File: config.mk
export PLATFORM = sky130hd
export DESIGN_NAME = fp_round_int
export DESIGN_NICKNAME = d
export VERILOG_FILES = /design/src/rtl/fp_round_int.sv
export SDC_FILE = /design/constraint.sdc
export NUM_CORES = 1
export LEC_CHECK = 0
export ABC_CLOCK_PERIOD_IN_PS = 5800
export BUFFER_PORTS_ARGS = -buffer_cell sky130_fd_sc_hd__buf_4
export CORE_UTILIZATION = 44
export CTS_CLUSTER_DIAMETER = 150
export DETAILED_ROUTE_END_ITERATION = 12
export PLACE_DENSITY = 0.66
export RECOVER_POWER = 25
export SYNTH_ARGS = -nofsm -noshare
export SYNTH_HDL_FRONTEND = slang
export SYNTH_SLANG_ARGS = --single-unit
File: constraint.sdc
create_clock -name clk -period 5.8 [get_ports clk]
set_clock_uncertainty 0.2 [all_clocks]
set_input_delay 0.29 -clock clk [delete_from_list [all_inputs] [get_ports clk]]
set_output_delay 0.29 -clock clk [all_outputs]
set_load 0.01 [all_outputs]
File: src/rtl/fp_round_int.sv
// fp_round_int -- rounds an IEEE-754 binary value (any width) to an integral
// value in the same format, with a per-operation rounding mode.
// Two-stage pipeline with valid/ready handshaking on both sides.
//
// Ports:
//   clk, rst              clock, synchronous active-high reset
//   in_valid / in_ready   input handshake (in_ready is combinational)
//   i                     operand (FPWID bits)
//   rm                    rounding mode: 0 RNE, 1 RTZ, 2 RDN, 3 RUP, 4 RMM, 5-7 RTZ
//   in_tag                opaque tag, returned with the result
//   out_valid / out_ready output handshake
//   o                     rounded result
//   out_tag               tag of the result
//   inexact               discarded fraction bits were nonzero
//   invalid               operand was a signalling NaN
module fp_round_int #(
  parameter int FPWID  = 32,
  parameter int EXPWID = 8,
  parameter int TAGW   = 4
) (
  input  logic              clk,
  input  logic              rst,
  input  logic              in_valid,
  output logic              in_ready,
  input  logic [FPWID-1:0]  i,
  input  logic [2:0]        rm,
  input  logic [TAGW-1:0]   in_tag,
  output logic              out_valid,
  input  logic              out_ready,
  output logic [FPWID-1:0]  o,
  output logic [TAGW-1:0]   out_tag,
  output logic              inexact,
  output logic              invalid
);

  localparam int FW = FPWID - EXPWID - 1;
  localparam int BIAS = (1 << (EXPWID - 1)) - 1;
  localparam int MW = EXPWID + FW;

  localparam logic [31:0]       HUGE_EXP = 32'(BIAS + FW);
  localparam logic [EXPWID-1:0] BIAS_EXP = {1'b0, {(EXPWID-1){1'b1}}};
  localparam logic [FW-1:0]     SIG_ONES = '1;
  localparam logic [FW-1:0]     QBIT     = {1'b1, {(FW-1){1'b0}}};
  localparam logic [FW:0]       LSB_ONE  = {{FW{1'b0}}, 1'b1};
  localparam logic [MW-1:0]     MAG_ONE  = {{(MW-1){1'b0}}, 1'b1};
  localparam logic [MW-1:0]     ONE_MAG  = {BIAS_EXP, {FW{1'b0}}};

  typedef enum logic [2:0] {
    RM_RNE = 3'd0,
    RM_RTZ = 3'd1,
    RM_RDN = 3'd2,
    RM_RUP = 3'd3,
    RM_RMM = 3'd4
  } rm_e;

  // Handshake
  logic s1_valid_q, s1_valid_d;
  logic s2_valid_q, s2_valid_d;
  logic s2_adv, accept;

  assign s2_adv   = !s2_valid_q || out_ready;
  assign in_ready = !s1_valid_q || s2_adv;
  assign accept   = in_valid && in_ready;

  // Stage 1 registers
  logic              s1_sign_q, s1_sign_d;
  logic [EXPWID-1:0] s1_exp_q,  s1_exp_d;
  logic [FW-1:0]     s1_sig_q,  s1_sig_d;
  rm_e               s1_rm_q,   s1_rm_d;
  logic [TAGW-1:0]   s1_tag_q,  s1_tag_d;
  rm_e               rm_in;

  // Stage 2 (output) registers
  logic [FPWID-1:0]  o_q, o_d;
  logic [TAGW-1:0]   tag_q, tag_d;
  logic              inexact_q, inexact_d;
  logic              invalid_q, invalid_d;

  always_comb begin
    rm_in = RM_RTZ;
    case (rm)
      3'd0:    rm_in = RM_RNE;
      3'd2:    rm_in = RM_RDN;
      3'd3:    rm_in = RM_RUP;
      3'd4:    rm_in = RM_RMM;
      default: rm_in = RM_RTZ;
    endcase
  end

  always_comb begin
    s1_valid_d = s1_valid_q;
    s1_sign_d  = s1_sign_q;
    s1_exp_d   = s1_exp_q;
    s1_sig_d   = s1_sig_q;
    s1_rm_d    = s1_rm_q;
    s1_tag_d   = s1_tag_q;
    if (in_ready) s1_valid_d = in_valid;
    if (accept) begin
      s1_sign_d = i[FPWID-1];
      s1_exp_d  = i[FPWID-2:FW];
      s1_sig_d  = i[FW-1:0];
      s1_rm_d   = rm_in;
      s1_tag_d  = in_tag;
    end
  end

  // Classification of the stage-1 operand
  logic [31:0]   exp_w;
  logic [31:0]   k;
  logic          is_special, is_huge, is_small, is_zero, sig_nz;
  logic [FW-1:0] frac_mask;
  logic          round_bit, sticky, lsb;
  logic [MW-1:0] trunc_mag, rounded_mag;
  logic          mid_inc, small_up;

  assign exp_w      = 32'(s1_exp_q);
  assign sig_nz     = |s1_sig_q;
  assign is_special = &s1_exp_q;
  assign is_huge    = exp_w >= HUGE_EXP;
  assign is_small   = s1_exp_q < BIAS_EXP;
  assign is_zero    = (s1_exp_q == '0) && !sig_nz;

  // k = number of fraction bits below the binary point (1..FW for mid values)
  assign k         = HUGE_EXP - exp_w;
  assign frac_mask = ~(SIG_ONES << k);
  // top bit of the mask is the round bit, the rest feed sticky
  assign round_bit = |(s1_sig_q & frac_mask & ~(frac_mask >> 1));
  assign sticky    = |(s1_sig_q & (frac_mask >> 1));
  assign lsb       = |({1'b1, s1_sig_q} & (LSB_ONE << k));

  // Adding at bit k of {exp,sig} lets a significand carry bump the exponent
  assign trunc_mag   = {s1_exp_q, s1_sig_q} & ~{{EXPWID{1'b0}}, frac_mask};
  assign rounded_mag = trunc_mag + (mid_inc ? (MAG_ONE << k) : '0);

  always_comb begin
    mid_inc  = 1'b0;
    small_up = 1'b0;
    case (s1_rm_q)
      RM_RNE: begin
        mid_inc  = round_bit && (sticky || lsb);
        small_up = (s1_exp_q == BIAS_EXP - 1'b1) && sig_nz;
      end
      RM_RDN: begin
        mid_inc  = s1_sign_q && (round_bit || sticky);
        small_up = s1_sign_q;
      end
      RM_RUP: begin
        mid_inc  = !s1_sign_q && (round_bit || sticky);
        small_up = !s1_sign_q;
      end
      RM_RMM: begin
        mid_inc  = round_bit;
        small_up = (s1_exp_q == BIAS_EXP - 1'b1);
      end
      default: begin
        mid_inc  = 1'b0;
        small_up = 1'b0;
      end
    endcase
  end

  logic [FPWID-1:0] res;
  logic             res_inexact, res_invalid;

  always_comb begin
    res         = {s1_sign_q, s1_exp_q, s1_sig_q};
    res_inexact = 1'b0;
    res_invalid = 1'b0;
    if (is_special) begin
      if (sig_nz) begin
        res         = {s1_sign_q, s1_exp_q, s1_sig_q | QBIT};
        res_invalid = !s1_sig_q[FW-1];
      end
    end else if (!(is_huge || is_zero)) begin
      if (is_small) begin
        res_inexact = 1'b1;
        res         = small_up ? {s1_sign_q, ONE_MAG} : {s1_sign_q, {MW{1'b0}}};
      end else begin
        res_inexact = round_bit || sticky;
        res         = {s1_sign_q, rounded_mag};
      end
    end
  end

  always_comb begin
    s2_valid_d = s2_valid_q;
    o_d        = o_q;
    tag_d      = tag_q;
    inexact_d  = inexact_q;
    invalid_d  = invalid_q;
    if (s2_adv) begin
      s2_valid_d = s1_valid_q;
      if (s1_valid_q) begin
        o_d       = res;
        tag_d     = s1_tag_q;
        inexact_d = res_inexact;
        invalid_d = res_invalid;
      end
    end
  end

  always_ff @(posedge clk) begin
    if (rst) begin
      s1_valid_q <= 1'b0;
      s1_sign_q  <= 1'b0;
      s1_exp_q   <= '0;
      s1_sig_q   <= '0;
      s1_rm_q    <= RM_RTZ;
      s1_tag_q   <= '0;
      s2_valid_q <= 1'b0;
      o_q        <= '0;
      tag_q      <= '0;
      inexact_q  <= 1'b0;
      invalid_q  <= 1'b0;
    end else begin
      s1_valid_q <= s1_valid_d;
      s1_sign_q  <= s1_sign_d;
      s1_exp_q   <= s1_exp_d;
      s1_sig_q   <= s1_sig_d;
      s1_rm_q    <= s1_rm_d;
      s1_tag_q   <= s1_tag_d;
      s2_valid_q <= s2_valid_d;
      o_q        <= o_d;
      tag_q      <= tag_d;
      inexact_q  <= inexact_d;
      invalid_q  <= invalid_d;
    end
  end

  assign out_valid = s2_valid_q;
  assign o         = o_q;
  assign out_tag   = tag_q;
  assign inexact   = inexact_q;
  assign invalid   = invalid_q;

endmodule

### Yosys cells after proc, flatten, opt, wreduce, memory -nomap -nowiden

Cells that the tools add are included.

* bits in registers: 79
* bits of input ports: 43
* output and inout bits: 40
* logic and storage cells: 72

* $add $sub $neg: 2
* order comparisons: 2
* equal/unequal tests: 7
* shift-type cells: 3
* muxes and demuxes: 14
* bitwise gates (word level): 8
* reductions and logical operators: 25

Operator list (count)
* two-way mux 31 bit: 4
* OR reduction 23 bit: 3
* AND 23 bit: 2
* << shifter 1 x 32 -> 24 bit, first input constant: 1
* << shifter 1 x 32 -> 31 bit, first input constant: 1
* << shifter 23 x 32 -> 23 bit, first input constant: 1
* adder 31 bit: 1
* AND 31 bit: 1
* NOT 23 -> 31 bit: 1
* two-way mux 30 bit: 1
* AND 24 bit: 1
* OR reduction 24 bit: 1
* AND 23 x 22 -> 23 bit: 1
* two-way mux 23 bit: 1
* NOT 22 -> 23 bit: 1
* NOT 23 bit: 1
* equality test 3 x 2 -> 1 bit, second input constant: 4
* case mux 3 bit (4 select lines): 1
* subtractor 8 x 8 -> 9 bit, first input constant: 1
* equality test 8 x 7 -> 1 bit, second input constant: 1
* greater-or-equal comparator 8 bit, second input constant: 1
* logical NOT 8 bit: 1
* < comparator 8 x 7 -> 1 bit, second input constant: 1
* case mux 1 bit (4 select lines): 2
* 8 further kinds: 27

### Logic depth before layout (Yosys ltp)

Gate-level depths: netlist of run 1.

* word-level depth: 14
* gate-level depth with buffers: 25
* mapped depth without buffers: 21

### Least setup slack after synthesis of run 1

Ideal clock, no wire load.

* kind: register to register
* start point: register s1_exp_q[0]
* end point: register o_q[30] (netlist: o[30])
* arrival time: 5.909 ns
* data required time: 5.521 ns
* slack: -0.388 ns
* stages on the path, launching flop included: 24
* period minus slack after synthesis: 6.188 ns
* cell sequence: dfxtp_1 clkbuf_1 clkbuf_1 inv_1 ha_1 buf_2 clkbuf_1 buf_1 nand2_1 o21ai_0 nand2_1 a2111oi_2 nand2_1 o221ai_2 nor3_1 ha_1 nand4_1 or4_1 o32ai_1 o211ai_1 a211oi_1 o2111ai_1 a311o_1 o211ai_1

* word-level cells in the longest chain between the ends: 14
* elaborated cells on any way between the ends: 32
* those cells by class: add/sub (2); order compare (2); shift (3); mux (5); bitwise (8); reduce/logical (12)

Ends and longest elaborated chain
* start, declared: line 67 `logic [EXPWID-1:0] s1_exp_q, s1_exp_d;`
* start signal, assigned: line 218 `s1_exp_q <= s1_exp_d;`
* subtractor 8 x 8 -> 9 bit: line 124 `assign k = HUGE_EXP - exp_w;`
* << shifter 23 x 32 -> 23 bit: line 125 `assign frac_mask = ~(SIG_ONES << k);`
* NOT 23 bit: line 125
* AND 23 bit / NOT 22 -> 23 bit (equally long branches): line 127 `assign round_bit = |(s1_sig_q & frac_mask & ~(frac_mask >> 1));`
* AND 23 bit: line 127
* OR reduction 23 bit: line 127
* logical OR 1 bit: line 144, 148
* logical AND 1 bit, on equally long branches: line 148, 144
* case mux 1 bit (4 select lines): line 138 `case (s1_rm_q)`
* two-way mux 31 bit: line 133 `assign rounded_mag = trunc_mag + (mid_inc ? (MAG_ONE << k) : '0);`
* adder 31 bit: line 133
* two-way mux 31 bit: line 175 `if (is_small) begin`
* two-way mux 31 bit: line 174 `end else if (!(is_huge || is_zero)) begin`
* two-way mux 31 bit *: line 169 `if (is_special) begin`
* end signal, assigned: line 211 `o_q <= '0;`
* end signal, assigned: line 223 `o_q <= o_d;`
* end, declared: line 74 `logic [FPWID-1:0] o_q, o_d;`

Mark *: on every way between the ends. The rest lies on a longest branch, timed or not.
A chain may end at the register's enable or synchronous reset.

### Worst setup path in the final report of run 1

* start point: register s1_exp_q[1]
* end point: register o_q[29] (netlist: o[29])

The elaborated chain is that of the path after synthesis.

==> run metrics, run 1 <==
post-layout minimum cycle time 5.64 ns; M1 WL 11,300 µm; CTS Sinks 79; CP required 5.86 ns; count leader, synth nand2_1; area of the multi-input gates 4980 µm²; Placement Setup Slack -0.0816 ns; Initial Utilization 0.455; Top Layer Used met4; clock power share 0.360; Max-Slew Margin vs Limit 0.191; DRT antenna net count 0; share of the synthesized area in the top cell type 0.237; fin util 0.615; final worst slack 0.164 ns; Gate Count Post-Synth 927; top post-synthesis cells by area dfxtp_1 (24%), nand2_1 (7.3%), a21oi_1 (7.0%); Post-Synth Adder-Cell Area 0.0697; syn_area_per_cell 7.21 µm²; Hold WC Path Type input port to register; P per Cell Area 179 nW/µm²; Combinational Power Share 0.259; multiplexer share of the synthesized area 0.0200; post-synthesis simple-gate area fraction 0.287; startpoint types register; max-slew violations 0; gpl congestion 1.02; initial antenna violation count 0; share of cells above drive strength 1 0.219; WL final 24,300 µm; htree depth 3; CTS tree built; routed wl met2 10,800 µm; Most used DFF post-synth dfxtp_1; total CTS buffers 9; max frequency 177 MHz; Distinct cells, synth 78; maximum clock insertion buffer count 2; Die Span X 125 µm; slowest CP cell a2111o_1; CP Capture Type register; crit-path max FO 11; Sequential Area 1590 µm²; list of most frequent post-synthesis cells nand2_1 (130), nor2_1 (99), a21oi_1 (93); syn_nets 1,005; max-cap violations 0; Crit path largest cell delay 0.52 ns; fill count 1,362; Syn. warnings 0; die height 125 µm; global-route wire length before repair 38,700 µm; die footprint 15,700 µm²; reg2reg setup slack 0.16 ns; cell-internal power 0.00107 W; Final Hold Fails 0; Bufs and invs on worst path 3; largest family of logic cells by synthesized area compound AO/OA/AOI/OAI gates; Switching Power 0.000544 W; Slew @ Worst Pin 1.21 ns; static leakage 3.81 nW; WL per Instance 18.5 µm; sw frac 0.336; register area share after synthesis 0.237; global route total overflow 0; placed cells 1,260; P&R area growth vs syn 35.4%; drt first pass iters 8; clock latency on the worst-skew pair 0.36 ns; # setup viols final 0; diode count 0; fin crit share 0.972; Via-to-Cell Ratio 6.01; DP HPWL 18,300 µm; via count 7,901; initial DRC count 648; Finished Layout Cells 1,314; Root Buffer Master clkbuf_16; GRT Overall Usage 0.312; Post-Synthesis Cell Area 6680 µm²; Clk pin slew, worst setup/hold paths 0.07 ns; Design Area, Final 9040 µm²; crit-path leading delay family compound AO/OA/AOI/OAI gates; vias in the first global route 7,346; Synth Area in Compound Gates 0.308; Flop pwr share 0.381; XOR/XNOR share of the synthesized area 0.0301; Synth Register Bits 79; final net count 1,203; CP cell instances buf_12, a31o_4, a21o_1, a2111o_1, a211o_1, a22o_1, nor4_4, buf_4, and2_1, a221oi_2, buf_4, and3_1, ha_1, o21ai_0, nor2b_1, o31a_1, o32ai_2, o2111ai_2, a311oi_1, or3_1, nand3_1, a311oi_1; DRC 0; DP Area 8290 µm²; met3 WL 1610 µm; worst vdd ir 0.000162 V; leading area contributor after synthesis dfxtp_1; pin count of the biggest net entering global routing 81; status completed; CP Class register to register; Rows 44; EDFF count, synth 0; critical path arrival 5.70 ns; # IOs 83; # port buffers 82; core area 14,700 µm²; Async SR Flop Fraction 0
[logic make-up after synthesis]
family / count (synthesis)
and+or+nand+nor: 400
xor gates and xnor gates: 23
AOI/OAI and AO/OA: 293
other: 1
DFF: 79
buffers and inverters: 81
adders and majority gates: 37
muxes: 13
[path summary, 6_finish.rpt]
path / start / end / cells past startpoint
worst min-delay path: i[0] / s1_sig_q[0] / 3
worst max register to register: s1_exp_q[1] / o[29] / 22
worst max-delay path: s1_exp_q[1] / o[29] / 22
worst min register to register: s1_tag_q[2] / out_tag[2] / 2
[layer usage]
layer | global-route usage | up-vias
met5 | 0 | -
met4 | 0.124 | 0
met3 | 0.0539 | 51
met2 | 0.492 | 313
met1 | 0.422 | 3696
li1 | - | 3841
[flip-flops by register name, summed over array words and instances, names as in the netlist]
| signal | count |
|---|---|
| inexact | 1 |
| invalid | 1 |
| o | 32 |
| out_tag | 4 |
| out_valid | 1 |
| s1_exp_q | 8 |
| s1_rm_q | 3 |
| s1_sig_q | 23 |
| s1_sign_q | 1 |
| s1_tag_q | 4 |
| s1_valid_q | 1 |
[power by group through the flow]
| stage | clock (W) | combinational, W | sequential, W |
|---|---|---|---|
| after floorplan | 0 | 0.000216 | 0.000614 |
| after global placement | 0 | 0.000389 | 0.000626 |
| after detailed placement | 0 | 0.000388 | 0.000626 |
| after CTS | 0.000592 | 0.000409 | 0.000614 |
| after global routing | 0.000615 | 0.000454 | 0.000619 |
| final | 0.000582 | 0.000419 | 0.000616 |
[stage by stage]
stage | setup TNS, ns | total power (W) | hold slack (ns)
2_1_floorplan | 0 | 0.000830 | 0.207
3_3_place_gp | -0.00734 | 0.00101 | 0.238
3_5_place_dp | -0.205 | 0.00101 | 0.242
4_1_cts | 0 | 0.00162 | 0.00161
5_1_grt | -0.0571 | 0.00169 | 0.00764
6_report | 0 | 0.00162 | 0.0132
[timing repair]
item                                   in CTS  in global routing
buffers inserted                            0                  2
hold buffers                               36                  0
gates cloned                                0                  0
endpoints found under the hold margin      36                  0
pin swaps                                   0                 11
gates resized for setup                     6                 32
setup endpoints to repair                   7                 20
[worst min-delay path, stage by stage]
cell and delay [ns]:
buf_4 0.07, nand2_1 0.05, a21oi_1 0.11
[layout make-up]
| class | instances | share of cell area |
|---|---|---|
| flip-flops and latches | 79 | 0.176 |
| well taps | 184 | 0.0255 |
| clock buffers | 10 | 0.0264 |
| inverters | 19 | 0.00788 |
| repair buffers | 249 | 0.207 |
| multi-input cells | 767 | 0.551 |
| clock inverters | 6 | 0.00636 |
[layout by cell type, fill, tap and decap left out, types with 9 or more instances in the layout]
master	netlist	routed
and3_1	19	19
clkbuf_16	0	9
o211ai_1	10	10
nor3_1	41	41
dfxtp_1	79	75
nand3_1	25	25
nor2_1	99	98
buf_4	1	185
nand2b_1	9	9
nor4_1	11	11
dlygate4sd3_1	0	36
clkbuf_1	44	27
inv_1	19	19
a21o_1	20	20
xnor2_1	14	12
ha_1	34	32
nor2b_1	15	14
a211oi_1	27	24
mux2i_1	10	10
xor2_1	9	9
and2_1	15	15
o21ai_0	31	31
a21oi_1	93	87
nand2_1	130	130
a221oi_1	14	14
Note: power is estimated with default switching activity, not from simulation.
==> run 2, diff against run 1 <==
--- a/config.mk
+++ b/config.mk
@@ -11,7 +11,6 @@
 export CTS_CLUSTER_DIAMETER = 150
 export DETAILED_ROUTE_END_ITERATION = 12
 export PLACE_DENSITY = 0.66
-export RECOVER_POWER = 25
 export SYNTH_ARGS = -nofsm -noshare
 export SYNTH_HDL_FRONTEND = slang
 export SYNTH_SLANG_ARGS = --single-unit
==> run 2 against run 1 <==
Against the previous run: final cell count did not move; sequential share of layout area fell by 0.19 points; utilization rose by 0.69 points; register-to-register slack barely moved; via count barely moved; worst setup slack got worse by 0.0090 ns; total power rose by 0.47%; wire length barely moved; sequential power barely moved; combinational power rose by 2%; final area rose by 1.1%; critical endpoint unchanged.
==> run metrics, run 2 (synthesis results as in run 1) <==
reg2reg setup slack 0.16 ns; global-route wire length before repair 38,700 µm; global route total overflow 0; status completed; total power 0.00162 W; total CTS buffers 9; Crit path largest cell delay 0.52 ns; DRT antenna net count 0; max-slew violations 0; gpl congestion 1.02; startpoint types register; initial antenna violation count 0; Max-Slew Margin vs Limit 0.193; vias in the first global route 7,346; fin crit share 0.973; maximum clock insertion buffer count 2; initial DRC count 654; Rows 44; DP HPWL 18,300 µm; CTS tree built; worst vdd ir 0.000163 V; clock latency on the worst-skew pair 0.36 ns; via count 7,898; P per Cell Area 178 nW/µm²; die footprint 15,700 µm²; max frequency 177 MHz; Placement Setup Slack -0.0816 ns; commonest cells after routing, fill and taps aside buf_4 (212), nand2_1 (130), nor2_1 (98), a21oi_1 (87), dfxtp_1 (75); DRC 0; critical path arrival 5.71 ns; CTS Sinks 79; fill count 1,354; WL per Instance 18.5 µm; Die Span X 125 µm; slowest CP cell a2111o_1; crit-path max FO 11; CP required 5.86 ns; Root Buffer Master clkbuf_16; CP Capture Type register; hold depth 3; pin count of the biggest net entering global routing 81; final net count 1,203; diode count 0; P&R area growth vs syn 36.9%; # setup viols final 0; max-cap violations 0; # port buffers 82; area of the multi-input gates 4980 µm²; Via-to-Cell Ratio 6.01; core area 14,700 µm²; share of cells above drive strength 1 0.243; WL final 24,300 µm; CP Class register to register; Sequential Area 1590 µm²; # IOs 83; static leakage 3.92 nW; Slew @ Worst Pin 1.21 ns; Clk pin slew, worst setup/hold paths 0.07 ns; Initial Utilization 0.455; commonest non-fill, non-tap cell in the layout buf_4; worst reg2reg path depth 22; final worst slack 0.155 ns; CP cell instances buf_12, a31o_4, a21o_1, a2111o_1, a211o_1, a22o_1, nor4_4, buf_4, and2_1, a221oi_2, buf_4, and3_1, ha_1, o21ai_0, nor2b_1, o31a_1, o32ai_2, o2111ai_2, a311oi_1, or3_1, nand3_1, a311oi_1; Final Hold Fails 0; Hold WC Path Type input port to register; post-layout minimum cycle time 5.64 ns; Largest register FFs 32; drt first pass iters 7; die height 125 µm; htree depth 3; GRT Overall Usage 0.312
[run 2: cell types whose count changed in the layout (fill, tap and decap cells not counted), sizes merged]
| cell | change |
|---|---|
| buf | +27 |
| clkbuf | -27 |
[run 2: final cells by class]
class	count	area share
Inverter	19	0.00780
Tap cell	184	0.0252
Timing Repair Buffer	249	0.216
Multi-Input combinational cell	767	0.545
Clock inverter	6	0.00629
Sequential cell	79	0.174
Clock buffer	10	0.0261
[run 2: final timing paths]
kind	end	startpoint
setup / recovery	o[29]	s1_exp_q[1]
hold / removal	s1_sig_q[0]	i[0]
setup reg to reg	o[29]	s1_exp_q[1]
hold reg to reg	out_tag[2]	s1_tag_q[2]
[run 2: critical path: cells and delay by family (launching register included)]
family / cells / cell delay [ns]
adder cells (fa/ha/maj): 1 / 0.29
buffers and inverters: 3 / 0.46
AO/OA/AOI/OAI: 12 / 3.19
flip-flops: 1 / 0.37
AND/OR/NAND/NOR: 6 / 1.03
[run 2: stage by stage]
stage	util	TNS, ns	instance area, µm²	cells	hold WS, ns
final	0.622	0	9150	1314	0.0150
after global routing	0.622	-0.0571	9150	1314	0.00764
after CTS	0.611	0	8980	1312	0.00161
after detailed placement	0.564	-0.205	8290	1260	0.242
after global placement	0.564	-0.00734	8290	1260	0.238
after floorplan	-	0	6710	927	0.207
[run 2: per-layer routing]
metal	routed length [µm]	part of all wire	vias to the layer above	track usage
li1	-	-	3844	-
met1	11100	0.46	3669	0.422
met2	10800	0.44	325	0.492
met3	1730	0.071	60	0.0539
met5	0	0	-	0
met4	644	0.026	0	0.124
[run 2: where the power goes]
part | leakage [nW] | internal, W | total, W | switching [W]
combinational | 3.12 | 0.000194 | 0.000427 | 0.000233
sequential | 0.652 | 0.000573 | 0.000617 | 0.0000432
clock | 0.148 | 0.000314 | 0.000580 | 0.000266
total | 3.92 | 0.00108 | 0.00162 | 0.000543
[run 2: repair_timing]
| action | in CTS | in global routing |
|---|---|---|
| gates resized for setup | 6 | 32 |
| setup endpoints to repair | 7 | 20 |
| endpoints found under the hold margin | 36 | 0 |
| buffers inserted | 0 | 2 |
| gates cloned | 0 | 0 |
| hold buffers | 36 | 0 |
| pin swaps | 0 | 11 |
